===== src/rtl/cnt_pkg.sv =====
// Shared definitions for the modulo-N up/down counter: mode constants and load clamp.
package cnt_pkg;

    localparam int unsigned CNT_MODE_WRAP = 0;
    localparam int unsigned CNT_MODE_SAT  = 1;

    // Values at or above the modulus load as the top of the range.
    function automatic logic [32:0] cnt_clamp(input logic [32:0] value, input logic [32:0] modulo);
        return (value < modulo) ? value : (modulo - 33'd1);
    endfunction

endpackage


===== src/rtl/cnt_step.sv =====
// Combinational step for the modulo-N counter: next value and terminal-event flag
// for one enabled step in the direction given by up.
module cnt_step
    import cnt_pkg::*;
#(
    parameter int unsigned     WIDTH    = 8,
    parameter longint unsigned MODULO   = 256,
    parameter int unsigned     SATURATE = CNT_MODE_WRAP
) (
    input  logic [WIDTH-1:0] count,
    input  logic             up,
    output logic [WIDTH-1:0] next,
    output logic             term
);

    localparam logic [WIDTH:0] MaxVal = (WIDTH+1)'(MODULO - 64'd1);

    logic [WIDTH:0] cnt_ext;
    logic [WIDTH:0] nxt_ext;

    assign cnt_ext = {1'b0, count};

    always_comb begin
        nxt_ext = cnt_ext;
        term    = 1'b0;
        if (up) begin
            if (cnt_ext == MaxVal) begin
                term    = 1'b1;
                nxt_ext = (SATURATE == CNT_MODE_SAT) ? MaxVal : '0;
            end else begin
                nxt_ext = cnt_ext + 1'b1;
            end
        end else begin
            if (cnt_ext == '0) begin
                term    = 1'b1;
                nxt_ext = (SATURATE == CNT_MODE_SAT) ? '0 : MaxVal;
            end else begin
                nxt_ext = cnt_ext - 1'b1;
            end
        end
    end

    // Result is always below MODULO, so the extra bit is zero here.
    assign next = WIDTH'(nxt_ext);

endmodule


===== src/rtl/mod_updown_counter.sv =====
// Modulo-N up/down counter with load, enable, wrap/saturate and registered tc pulse.
// Optional sticky boundary flag ovf with clear ovf_clr when CNT_OVF_EN is defined.
module mod_updown_counter
    import cnt_pkg::*;
#(
    parameter int unsigned     WIDTH    = 8,
    parameter longint unsigned MODULO   = 256,
    parameter int unsigned     SATURATE = CNT_MODE_WRAP
) (
    input  logic             clk,
    input  logic             rst,
    input  logic             en,
    input  logic             up,
    input  logic             load,
    input  logic [WIDTH-1:0] load_val,
`ifdef CNT_OVF_EN
    input  logic             ovf_clr,
    output logic             ovf,
`endif
    output logic [WIDTH-1:0] count,
    output logic             tc
);

    if (WIDTH < 1 || WIDTH > 32) begin : gen_bad_width
        $error("mod_updown_counter: WIDTH must be 1..32");
    end
    if (MODULO < 2 || MODULO > (64'd1 << WIDTH)) begin : gen_bad_modulo
        $error("mod_updown_counter: MODULO must be 2..2**WIDTH");
    end
    if (SATURATE != CNT_MODE_WRAP && SATURATE != CNT_MODE_SAT) begin : gen_bad_mode
        $error("mod_updown_counter: SATURATE must be 0 or 1");
    end

    logic [WIDTH-1:0] count_q, count_d;
    logic             tc_q, tc_d;
    logic [WIDTH-1:0] step_next;
    logic             step_term;
    logic [WIDTH-1:0] load_clamped;

    cnt_step #(
        .WIDTH    (WIDTH),
        .MODULO   (MODULO),
        .SATURATE (SATURATE)
    ) u_step (
        .count (count_q),
        .up    (up),
        .next  (step_next),
        .term  (step_term)
    );

    assign load_clamped = WIDTH'(cnt_clamp({1'b0, 32'(load_val)}, 33'(MODULO)));

    always_comb begin
        count_d = count_q;
        tc_d    = 1'b0;
        if (load) begin
            count_d = load_clamped;
        end else if (en) begin
            count_d = step_next;
            tc_d    = step_term;
        end
    end

    always_ff @(posedge clk) begin
        if (rst) begin
            count_q <= '0;
            tc_q    <= 1'b0;
        end else begin
            count_q <= count_d;
            tc_q    <= tc_d;
        end
    end

    assign count = count_q;
    assign tc    = tc_q;

`ifdef CNT_OVF_EN
    logic ovf_q, ovf_d;

    // A new terminal event outranks a clear on the same edge.
    always_comb begin
        ovf_d = ovf_q;
        if (tc_d) begin
            ovf_d = 1'b1;
        end else if (ovf_clr) begin
            ovf_d = 1'b0;
        end
    end

    always_ff @(posedge clk) begin
        if (rst) begin
            ovf_q <= 1'b0;
        end else begin
            ovf_q <= ovf_d;
        end
    end

    assign ovf = ovf_q;
`endif

endmodule

===== config.mk =====
export PLATFORM = sky130hd
export DESIGN_NAME = mod_updown_counter
export DESIGN_NICKNAME = d
export VERILOG_FILES = /design/src/rtl/cnt_pkg.sv /design/src/rtl/cnt_step.sv /design/src/rtl/mod_updown_counter.sv
export SDC_FILE = /design/constraint.sdc
export NUM_CORES = 1
export LEC_CHECK = 0
export ABC_AREA = 1
export BUFFER_PORTS_ARGS = -buffer_cell sky130_fd_sc_hd__buf_2
export CORE_MARGIN = 2
export CORE_UTILIZATION = 31
export DETAILED_ROUTE_END_ITERATION = 16
export PLACE_DENSITY_LB_ADDON = 0.2
export SLEW_MARGIN = 10
export SYNTH_ARGS = -nofsm -noshare
export SYNTH_HDL_FRONTEND = slang
export SYNTH_HIERARCHICAL = 1
export SYNTH_SLANG_ARGS = --single-unit

===== constraint.sdc =====
create_clock -name clk -period 2 [get_ports clk]
set_clock_uncertainty 0.1 [all_clocks]
set_input_delay 0.4 -clock clk [delete_from_list [all_inputs] [get_ports clk]]
set_output_delay 0.4 -clock clk [all_outputs]
set_load 0.02 [all_outputs]

==> run_results.csv <==
group,metric,value,unit
floorplan,die_w,57.5,um
yosys,ys_types,25,
setup_path,path_class,"reg2reg",
clocking,insertion_delay,260,ps
layout,nets,189,
place,gp_congestion,0.880,
setup_path,crit_fanout,6,
grt,grt-ovfl-total,0,
setup_path,cp_top_family,"flip-flops",
grt,busiest_layer,"met2",
grt,first_global_vias,950,
place,port_buffers,21,
yosys,synth_seq_cells,9,
timing,period_needed,1720,ps
setup_path,critical_path_arrival,1790,ps
yosys,synth_nets,166,
grt,grt_use_met2,0.248,
layout,fin_area,1030,um2
route,wirelength,2.39,mm
timing,rsz0062_at_grt,"false",
grt,grt_first_pass_wirelength,4.09,mm
grt,antenna_found_initial,0,
clocking,clkTransAtPathRegs,70,ps
timing,max_freq,0.580,GHz
run,cap_violations,0,
setup_path,crit_chain,"inv_1 > ha_1 > nand2_1 > nand2_1 > o21ai_0 > o31ai_1 > nand3_1 > nand3_1 > nand2_1 > inv_1",
place,dpl-instance-area,1000,um2
yosys,synthCells,150,
timing,max-slew-margin-rel,0.745,
clocking,cts_setup_buffers,0,
floorplan,dieArea,3310,um2
floorplan,core,2730,um2
grt,use_met3,0.0204,
place,dpl.hpwl,1.87,mm
pwr,power,0.579,mW
clocking,tritoncts,"done",
outcome,outcome,"completed",
min_path,hold_path.class,"in2reg",
place,dp_slack,291,ps
floorplan,num_rows,19,
setup_path,cp.required,2060,ps
route,wl_per_cell,11.8,um
floorplan,pin_count,22,
route,vias_per_cell,4.88,
timing,worst_slew_pin_slew,381,ps
setup_path,start_kind,"register",
route,vias,991,
timing,setup_ws,275,ps
pwr,peakVddDrop,0.310,mV
pwr,p_leak,0.572,nW
clocking,cts_hold_buf,0,
route,drt_iter0_drc,33,
grt,grt_util_all_layers,0.156,
yosys,syn_area,887,um2
timing,setup_violations,0,
floorplan,die_height,57.5,um
route,dr.pass1.iters,4,
timing,hold_violations,0,
clocking,cts_sinks,9,
route,ant_nets,0,
yosys,yosysWarnings,6,
timing,maxSlewViolCount,0,
layout,area_growth,16.2,%
clocking,clock-root-buffer,"clkbuf_4",
setup_path,cp.buffers_inverters,2,
setup_path,path_common_cell,"nand2_1",
yosys,synth-seq-area-share,0.203,
yosys,syn_avg_cell_area,5.91,um2
timing,post-route-period-util,0.862,
layout,num_antenna_cells,0,
clocking,cts_resized,0,
setup_path,worstSetupEndpointType,"register",
floorplan,start_util,0.324,
timing,setup_tns,0,ps
clocking,h-tree-depth,1,
setup_path,slowest_stage,"dfxtp_1",
clocking,cts_buffer_depth,2,
setup_path,critPathMaxStageDelay,430,ps
layout,drive_above_1_share,0.215,
pwr,p_per_area,562,nW/um2
grt,gr-usage-met1,0.212,
clocking,cts_buffers,3,
grt,grt_max_degree,13,
route,drc_errors,0,
cell usage after synthesis, drive strengths merged:
cell	count	area share
a21oi	1	0.0056
a31oi	1	0.0071
buf	3	0.030
dfxtp	9	0.20
ha	3	0.042
inv	19	0.080
nand2	56	0.25
nand3	28	0.16
nand3b	1	0.0085
nand4	2	0.014
nor2	13	0.096
o211ai	1	0.0085
o21ai	8	0.045
o21bai	1	0.013
o31ai	1	0.0085
xnor2	1	0.0099
xor2	2	0.020
worst register-to-register path, cell delays in order (launching register included):
cell     delay, ps
dfxtp_1        430
inv_1          140
ha_1           260
nand2_1        100
nand2_1         50
o21ai_0        160
o31ai_1        100
nand3_1        100
nand3_1         70
nand2_1         60
inv_1           30
path summary, 6_finish.rpt:
| kind | cells after the start | start | to | slack [ps] |
|---|---|---|---|---|
| setup / recovery | 10 | count[0] | count[2] | 280 |
| hold / removal | 2 | rst | tc | 210 |
| setup reg to reg | 10 | count[0] | count[2] | 280 |
| hold reg to reg | 4 | count[0] | count[0] | 510 |
flip-flops by register name (all words and copies together) (netlist names):
name   flops
tc         1
count      8
cell usage in the layout, fill, tap and decap left out:
cell type,instances
xor2_1,2
inv_1,15
o21ai_0,5
a31oi_1,1
nor2_4,2
nand2_1,53
o31ai_1,1
o21bai_2,1
buf_2,21
a21oi_1,1
nand2_4,1
nor2_8,1
clkbuf_1,1
ha_1,3
xnor2_1,1
nor2_1,8
inv_2,4
nor2_2,2
nand3_1,28
nand2_2,2
o211ai_1,1
dfxtp_1,9
o21ai_1,3
nand4_1,2
clkbuf_4,3
nand3b_1,1
logic make-up (layout without fill, tap and decap cells):
logic type / after synthesis / after routing / share of synthesized area
buf+inv: 22 / 44 / 0.110
flops: 9 / 9 / 0.203
xor+xnor: 3 / 3 / 0.0296
fa+ha+maj: 3 / 3 / 0.0423
simple gates: 100 / 100 / 0.527
compound gates: 13 / 13 / 0.0874
power breakdown:
part           leakage [nW]  switching [mW]  internal [mW]  total [mW]
clock                0.0150          0.0691         0.0770       0.146
sequential           0.0743          0.0261          0.192       0.218
combinational         0.483           0.135         0.0799       0.215
total                 0.572           0.230          0.349       0.579
routing by layer:
| layer | up-vias | share of wire |
|---|---|---|
| met2 | 24 | 0.46 |
| met1 | 438 | 0.49 |
| li1 | 527 | - |
| met5 | - | 0 |
| met4 | 0 | 0.0071 |
| met3 | 2 | 0.045 |
area by class of cell:
| type | count | area [um2] |
|---|---|---|
| Fill cell | 314 | 1700 |
| Clock buffer | 4 | 26.3 |
| Timing Repair Buffer | 21 | 105 |
| Multi-Input combinational cell | 119 | 609 |
| Inverter | 19 | 71.3 |
| Sequential cell | 9 | 180 |
| Tap cell | 31 | 38.8 |
metrics by stage:
stage	cells	hold WS [ps]	util
after floorplan	150	372	-
after global placement	199	484	0.368
after detailed placement	199	492	0.368
after CTS	203	204	0.377
after global routing	203	205	0.377
final	203	214	0.377
(Power assumes the default switching activity.)
